--- src/rtl/swervolf_sseg_pkg.sv ---
// Shared definitions for the seven-segment scanner: digit count,
// segment type and the active-low hex-to-segment decode table.
package swervolf_sseg_pkg;

  localparam int NUM_DIGITS = 8;

  typedef logic [6:0] seg_t;

  localparam seg_t SEG_BLANK = 7'h7F;

  // Segment order is {a,b,c,d,e,f,g}; a lit segment is driven low.
  function automatic seg_t hex_to_seg(input logic [3:0] nib);
    seg_t seg;
    case (nib)
      4'h0:    seg = 7'b0000001;
      4'h1:    seg = 7'b1001111;
      4'h2:    seg = 7'b0010010;
      4'h3:    seg = 7'b0000110;
      4'h4:    seg = 7'b1001100;
      4'h5:    seg = 7'b0100100;
      4'h6:    seg = 7'b0100000;
      4'h7:    seg = 7'b0001111;
      4'h8:    seg = 7'b0000000;
      4'h9:    seg = 7'b0000100;
      4'hA:    seg = 7'b0001000;
      4'hB:    seg = 7'b1100000;
      4'hC:    seg = 7'b0110001;
      4'hD:    seg = 7'b1000010;
      4'hE:    seg = 7'b0110000;
      default: seg = 7'b0111000;
    endcase
    return seg;
  endfunction

endpackage

--- src/rtl/swervolf_sseg_tick.sv ---
// Digit-slot prescaler: cnt runs 0..DIGIT_CYCLES-1 and tick marks the
// last cycle of each slot.
module swervolf_sseg_tick #(
  parameter int DIGIT_CYCLES = 50000,
  localparam int CW = $clog2(DIGIT_CYCLES)
) (
  input  logic          clk,
  input  logic          rstn,
  output logic [CW-1:0] cnt,
  output logic          tick
);

  localparam logic [CW-1:0] CNT_LAST = CW'(DIGIT_CYCLES - 1);

  logic [CW-1:0] cnt_reg;

  assign tick = (cnt_reg == CNT_LAST);
  assign cnt  = cnt_reg;

  always_ff @(posedge clk or negedge rstn) begin
    if (!rstn) begin
      cnt_reg <= '0;
    end else if (tick) begin
      cnt_reg <= '0;
    end else begin
      cnt_reg <= cnt_reg + CW'(1);
    end
  end

endmodule

--- src/rtl/swervolf_sseg_scan.sv ---
// Time-multiplexed 8-digit hex driver for a common-anode display with
// frame-synchronous value update. Define SWERVOLF_SSEG_LZ_BLANK_EN for leading-zero blanking.
module swervolf_sseg_scan
  import swervolf_sseg_pkg::*;
#(
  parameter int DIGIT_CYCLES = 50000,
  parameter int BLANK_CYCLES = 500
) (
  input  logic        clk,
  input  logic        rstn,
  input  logic [31:0] i_value,
  input  logic [7:0]  i_dp,
  input  logic        i_load,
  output logic        o_pending,
  output logic        o_frame,
  output logic [7:0]  o_an,
  output logic [6:0]  o_seg,
  output logic        o_dp
);

  localparam int CW = $clog2(DIGIT_CYCLES);
  localparam logic [CW-1:0] BLANK_CNT = CW'(BLANK_CYCLES);

  logic [CW-1:0] cnt;
  logic          tick;

  swervolf_sseg_tick #(
    .DIGIT_CYCLES(DIGIT_CYCLES)
  ) u_tick (
    .clk  (clk),
    .rstn (rstn),
    .cnt  (cnt),
    .tick (tick)
  );

  logic [2:0]            idx_reg;
  logic [31:0]           disp_reg;
  logic [31:0]           pend_reg;
  logic [7:0]            disp_dp_reg;
  logic [7:0]            pend_dp_reg;
  logic                  pending_reg;
  logic                  frame_reg;
  logic [7:0]            an_reg;
  seg_t                  seg_reg;
  logic                  dp_reg;

  logic                  boundary;
  logic                  lit;
  logic [3:0]            nib [NUM_DIGITS];
  logic [NUM_DIGITS-1:0] lz_blank;
  logic [7:0]            an_next;
  seg_t                  seg_next;

  assign boundary = tick && (idx_reg == 3'd7);
  assign lit      = (BLANK_CYCLES == 0) || (cnt >= BLANK_CNT);

  for (genvar gi = 0; gi < NUM_DIGITS; gi++) begin : g_nib
    assign nib[gi] = disp_reg[4*gi +: 4];
  end

`ifdef SWERVOLF_SSEG_LZ_BLANK_EN
  // Digit k is blank when every nibble from k upward is zero; digit 0 always shows.
  for (genvar gi = 0; gi < NUM_DIGITS; gi++) begin : g_lz
    if (gi == 0) begin : g_first
      assign lz_blank[gi] = 1'b0;
    end else begin : g_upper
      assign lz_blank[gi] = ~|disp_reg[4*NUM_DIGITS-1 : 4*gi];
    end
  end
`else
  assign lz_blank = '0;
`endif

  assign an_next  = lit ? ~(8'b1 << idx_reg) : 8'hFF;
  assign seg_next = lz_blank[idx_reg] ? SEG_BLANK : hex_to_seg(nib[idx_reg]);

  always_ff @(posedge clk or negedge rstn) begin
    if (!rstn) begin
      idx_reg     <= '0;
      disp_reg    <= '0;
      pend_reg    <= '0;
      disp_dp_reg <= '0;
      pend_dp_reg <= '0;
      pending_reg <= 1'b0;
      frame_reg   <= 1'b0;
      an_reg      <= 8'hFF;
      seg_reg     <= SEG_BLANK;
      dp_reg      <= 1'b1;
    end else begin
      if (tick) begin
        idx_reg <= idx_reg + 3'd1;
      end
      frame_reg <= boundary;

      // A load on the boundary cycle lands in pend after the old pend moved to disp.
      if (boundary && pending_reg) begin
        disp_reg    <= pend_reg;
        disp_dp_reg <= pend_dp_reg;
      end
      if (i_load) begin
        pend_reg    <= i_value;
        pend_dp_reg <= i_dp;
        pending_reg <= 1'b1;
      end else if (boundary) begin
        pending_reg <= 1'b0;
      end

      an_reg  <= an_next;
      seg_reg <= seg_next;
      dp_reg  <= ~disp_dp_reg[idx_reg];
    end
  end

  assign o_pending = pending_reg;
  assign o_frame   = frame_reg;
  assign o_an      = an_reg;
  assign o_seg     = seg_reg;
  assign o_dp      = dp_reg;

endmodule

--- config.mk ---
export PLATFORM = sky130hd
export DESIGN_NAME = swervolf_sseg_scan
export DESIGN_NICKNAME = d
export VERILOG_FILES = /design/src/rtl/swervolf_sseg_pkg.sv /design/src/rtl/swervolf_sseg_tick.sv /design/src/rtl/swervolf_sseg_scan.sv
export SDC_FILE = /design/constraint.sdc
export NUM_CORES = 1
export LEC_CHECK = 0
export BUFFER_PORTS_ARGS = -buffer_cell sky130_fd_sc_hd__buf_2
export CAP_MARGIN = 20
export CORE_MARGIN = 2
export CORE_UTILIZATION = 50
export DETAILED_ROUTE_END_ITERATION = 10
export PLACE_DENSITY = 0.81
export SYNTH_ARGS = -nofsm -noshare
export SYNTH_HDL_FRONTEND = slang
export SYNTH_SLANG_ARGS = --single-unit
--- constraint.sdc ---
create_clock -name clk -period 3.4 [get_ports clk]
set_input_delay 0.17 -clock clk [delete_from_list [all_inputs] [get_ports clk]]
set_output_delay 0.17 -clock clk [all_outputs]
set_load 0.05 [all_outputs]
==> metrics.cfg, run 1 <==
[timing]
finClkSkew_ps = 6.22
worstMarginPinSlew_ps = 961
setup_viol = 0
relSlewSlack_pct = 35.9
finalWorstSetupSlack_ps = 735
rsz0062_at_grt = no
min_period_ps = 2660
timing.final.max_slew_violations = 0
fmax_mhz = 375
finalCritPeriodShare_pct = 78.4
tns_ps = 0
hold_violations = 0

[detailed_routing]
viasPerCell = 5.16
routed_wl_um = 10100
wl_per_cell_um = 16.6
drt.antenna.violating_nets = 0
drc_errors = 0
firstDrtPassIters = 4
drtIter0Drc = 100
dr_total_vias = 3137

[cts]
clk_latency_ps = 520
cts_tree = yes
cts_max_level = 4
post_cts_buffers = 0
path_clk_slew_ps = 60
ctsLongestPathBuffers = 2
clk_root_buffer_cell = clkbuf_8
post_cts_resized = 0
cts_buffers = 17
postCtsHoldBufs = 41
cts_sinks = 117

[power]
vdd_ir_drop_max_mv = 0.325
switching_share_pct = 21.8
clock_power_share_pct = 52.1
intPower_mw = 2.66
p_comb_share_pct = 4.5
p_switching_mw = 0.739
power_density_nw_per_um2 = 509
seq_power_share_pct = 43.4
power_leakage_nw = 3.09

[yosys]
ys_types = 45
synth_edf_count = 0
synth_seq_cells = 117
dominantRegCellSynth = dfrtp_1
seq_area_frac_synth_pct = 56.0
netlist_area_um2 = 5270
synth_warnings = 0
syn_nets = 405
avgSynthCellArea_um2 = 15.1
async_flop_share_pct = 100
synthCells = 348

[cells_and_area]
areaGrowthSynthToFinish_pct = 26.7
drive_above_1_share_pct = 45.1
final_area_um2 = 6670
fin_util_pct = 64.9
final_common_cell = dfrtp_1
fillers = 735
final_nets = 516
final_cell_mix = dfrtp_1 (101), buf_2 (59), mux2_2 (43)
num_antenna_cells = 0

[placement]
place.gp.congestion = 0.793
hpwl_um = 6320
dp_slack_ps = 825
placed_cell_area_um2 = 5670
portBuffers = 60

[global_routing]
track_usage_pct = 19.5
grt_pass1_wl_um = 16700
grt_max_degree = 59
grt_pass1_vias = 3324
grt-ovfl-total = 0
grt_antenna_before_repair = 0

[setup_path]
cp-start-kind = register
slowest_delay_ps = 570
r2r-end = o_seg[6]
worstSetupPathType = register to register
cp_cell_sequence = mux4_2 -> mux2i_1 -> inv_1 -> ha_1 -> and3_1 -> a211o_1
crit_path_max_fanout = 7
r2r-start = idx_reg[0]
cp_slowest_cell = mux4_2
setup.worst_path.end = o_seg[6]
path_depth = 6
crit_arrival_ps = 3100
critPathCaptureType = register
rr_worst_depth = 6
critPathBufInv = 1
path_delay_family = multiplexers
startpoint = idx_reg[0]
r2r_setup_slack_ps = 740
cp.required_ps = 3840

[floorplan]
rows = 37
core_area_um2 = 10300
die_y_um = 107
start_util_pct = 51.2
num_io_pins = 61
die_x_um = 107
die_area_um2 = 11400

[flow_run]
maxCapViolations = 0

[run_status]
status = completed

[worst_hold_path]
hold_class = input pin to async pin

## power by group through the flow
stage | sequential [mW] | clock (mW) | combinational, mW
2_1_floorplan | 1.48 | 0 | 0.0592
3_3_place_gp | 1.49 | 0 | 0.114
3_5_place_dp | 1.50 | 0 | 0.119
4_1_cts | 1.47 | 1.80 | 0.156
5_1_grt | 1.48 | 1.86 | 0.171
6_report | 1.47 | 1.77 | 0.154
## cells in the mapped netlist, types with 2 or more instances
| master | n | area (µm²) |
|---|---|---|
| and2_1 | 2 | 12.5 |
| and3_1 | 4 | 25.0 |
| buf_1 | 4 | 15.0 |
| buf_12 | 4 | 80.1 |
| buf_2 | 2 | 10.0 |
| clkbuf_1 | 4 | 15.0 |
| dfrtp_1 | 101 | 2530 |
| dfstp_2 | 16 | 420 |
| ha_1 | 14 | 175 |
| inv_1 | 11 | 41.3 |
| mux2_2 | 43 | 484 |
| mux2_4 | 40 | 601 |
| mux2i_1 | 10 | 100 |
| mux4_2 | 10 | 225 |
| nand2_1 | 13 | 48.8 |
| nand3_1 | 7 | 35.0 |
| nand4_1 | 4 | 25.0 |
| nor2_1 | 13 | 48.8 |
| nor3_1 | 4 | 20.0 |
| nor4_1 | 3 | 18.8 |
| o21ai_0 | 3 | 15.0 |
| xnor2_1 | 10 | 87.6 |
| xor2_1 | 4 | 35.0 |
## how the worst min path moves through the flow
stage,cells past startpoint,slack (ps),from,to
floorplan,0,-130,rstn,disp_dp_reg[0]
global placement,1,260,rstn,o_frame
detailed placement,1,270,rstn,pend_dp_reg[5]
CTS,2,260,rstn,pend_dp_reg[5]
global route,2,330,rstn,u_tick.cnt[15]
finish,2,240,rstn,u_tick.cnt[15]
## metal layers
| layer | global-route usage [%] | share of wire [%] |
|---|---|---|
| met1 | 26.2 | 46 |
| met2 | 30.1 | 48 |
| met5 | 0 | 0 |
| met3 | 5.65 | 4.3 |
| met4 | 7.61 | 1.4 |
## worst reg2reg max path, cell delays in order, from the launching register on
cell and delay, ps:
dfrtp_1 560, mux4_2 570, mux2i_1 560, inv_1 170
ha_1 280, and3_1 160, a211o_1 280
## stage by stage
stage	hold slack, ps	instances	power (mW)
after detailed placement	272	535	1.61
after global routing	326	608	3.51
after CTS	256	608	3.43
after floorplan	-126	348	1.54
after global placement	264	535	1.61
final	243	608	3.39
## kinds of logic after synthesis
group,share of synthesized area [%]
muxes,27.0
and+or+nand+nor,6.18
AOI/OAI and AO/OA,1.81
adders and majority gates,3.33
buffers and inverters,3.35
DFF,56.0
xor gates and xnor gates,2.33
## layout make-up
cell class,count,area (µm²),area share [%]
Clock buffer,17,414,6.21
Clock inverter,15,180,2.70
Inverter,12,45.0,0.675
Multi-Input combinational cell,204,2140,32.1
Sequential cell,117,2950,44.2
Tap cell,136,170,2.55
Timing Repair Buffer,107,771,11.6
No activity file was read; power rests on OpenSTA's default activity.
==> run 2: changes to the inputs <==
- PLACE_DENSITY: 0.81 -> 0.84
- clock period: 3.4 -> 2.45 ns (I/O delays scaled with it)
==> metrics.cfg, run 2 (synthesis gave the netlist of run 1 again) <==
[placement]
dp_slack_ps = 243
dp_cells = 541
place.gp.congestion = 0.819
placed_cell_area_um2 = 5750
portBuffers = 60
hpwl_um = 6470

[floorplan]
die_x_um = 107
die_y_um = 107
die_area_um2 = 11400
start_util_pct = 51.2
core_area_um2 = 10300
num_io_pins = 61
rows = 37

[cells_and_area]
fin_cells = 614
final_cell_mix = dfrtp_1 (101), buf_2 (59), mux2_2 (43)
drive_above_1_share_pct = 45.6
final_nets = 522
areaGrowthSynthToFinish_pct = 28.2
final_area_um2 = 6750
num_antenna_cells = 0
fin_util_pct = 65.7
final_common_cell = dfrtp_1

[timing]
min_period_ps = 2280
finClkSkew_ps = 11.8
finalWorstSetupSlack_ps = 174
timing.final.max_slew_violations = 0
rsz0062_at_grt = no
hold_slack_ps = 228
relSlewSlack_pct = 37.1
worstMarginPinSlew_ps = 943
fmax_mhz = 439
finalCritPeriodShare_pct = 92.9
hold_violations = 0
setup_viol = 0
tns_ps = 0

[power]
power_density_nw_per_um2 = 697
fin_total_pwr_mw = 4.70
power_leakage_nw = 3.13
switching_share_pct = 22.4
vdd_ir_drop_max_mv = 0.493
clock_power_share_pct = 51.8
p_switching_mw = 1.05
intPower_mw = 3.65
p_comb_share_pct = 4.7
seq_power_share_pct = 43.5

[global_routing]
track_usage_pct = 21.1
grt_pass1_wl_um = 17900
grt_pass1_vias = 3406
grt_max_degree = 60
grt_antenna_before_repair = 0
grt-ovfl-total = 0

[setup_path]
cp-start-kind = register
cp.required_ps = 2850
crit_path_max_fanout = 20
critPathCaptureType = register
worstSetupPathType = register to register
crit_arrival_ps = 2670

[detailed_routing]
routed_wl_um = 10900
drt.antenna.violating_nets = 0
drtIter0Drc = 190
dr_total_vias = 3181
viasPerCell = 5.18
firstDrtPassIters = 4
wl_per_cell_um = 17.8
drc_errors = 0

[cts]
clk_latency_ps = 520
cts_tree = yes
ctsLongestPathBuffers = 2
cts_buffers = 17
post_cts_resized = 0
path_clk_slew_ps = 60
cts_sinks = 117
clk_root_buffer_cell = clkbuf_8
cts_max_level = 4

[worst_hold_path]
hold_class = input pin to async pin

[run_status]
status = completed

[flow_run]
maxCapViolations = 0

-- run 2: worst max-delay path, cell delays in order, from the launching register on --
cell	delay, ps
dfrtp_1	450
or4_4	590
nor4_4	290
and3_2	290
buf_12	210
mux2_4	320
-- run 2: power groups by stage --
stage / sequential [mW] / combinational (mW) / clock, mW
2_1_floorplan: 2.06 / 0.0821 / 0
4_1_cts: 2.04 / 0.218 / 2.46
6_report: 2.05 / 0.221 / 2.43
3_5_place_dp: 2.08 / 0.166 / 0
5_1_grt: 2.05 / 0.245 / 2.56
3_3_place_gp: 2.07 / 0.161 / 0
-- run 2: path summary, 6_finish.rpt --
kind	from	slack, ps	to	depth (start not counted)
worst max-delay path	u_tick.cnt[11]	170	disp_dp_reg[5]	5
worst min-delay path	rstn	230	u_tick.cnt[10]	2
worst max register to register	u_tick.cnt[11]	170	disp_dp_reg[5]	5
worst min register to register	pend_reg[30]	500	disp_reg[30]	1
max in group asynchronous	rstn	1450	o_an[3]	3
min in group clk	i_load	350	o_pending	2
-- run 2: routing by layer --
layer	share of wire, %	global-route usage, %	vias to the layer above
met4	3.4	9.83	0
met3	4.1	5.23	27
met5	0	0	-
met2	53	35.8	99
li1	-	-	1481
met1	40	25.4	1574
-- run 2: layout make-up --
cell class,count,area (µm²)
clock inverters,12,144
clock buffers,20,445
inverters,12,45.0
repair buffers,113,853
flip-flops and latches,117,2950
well taps,136,170
fillers,710,3530
multi-input cells,204,2140
-- run 2: what timing repair did --
action,in CTS,in global routing
hold buffers,41,0
buffers inserted,0,0
endpoints found under the hold margin,84,0
setup endpoints to repair,0,0
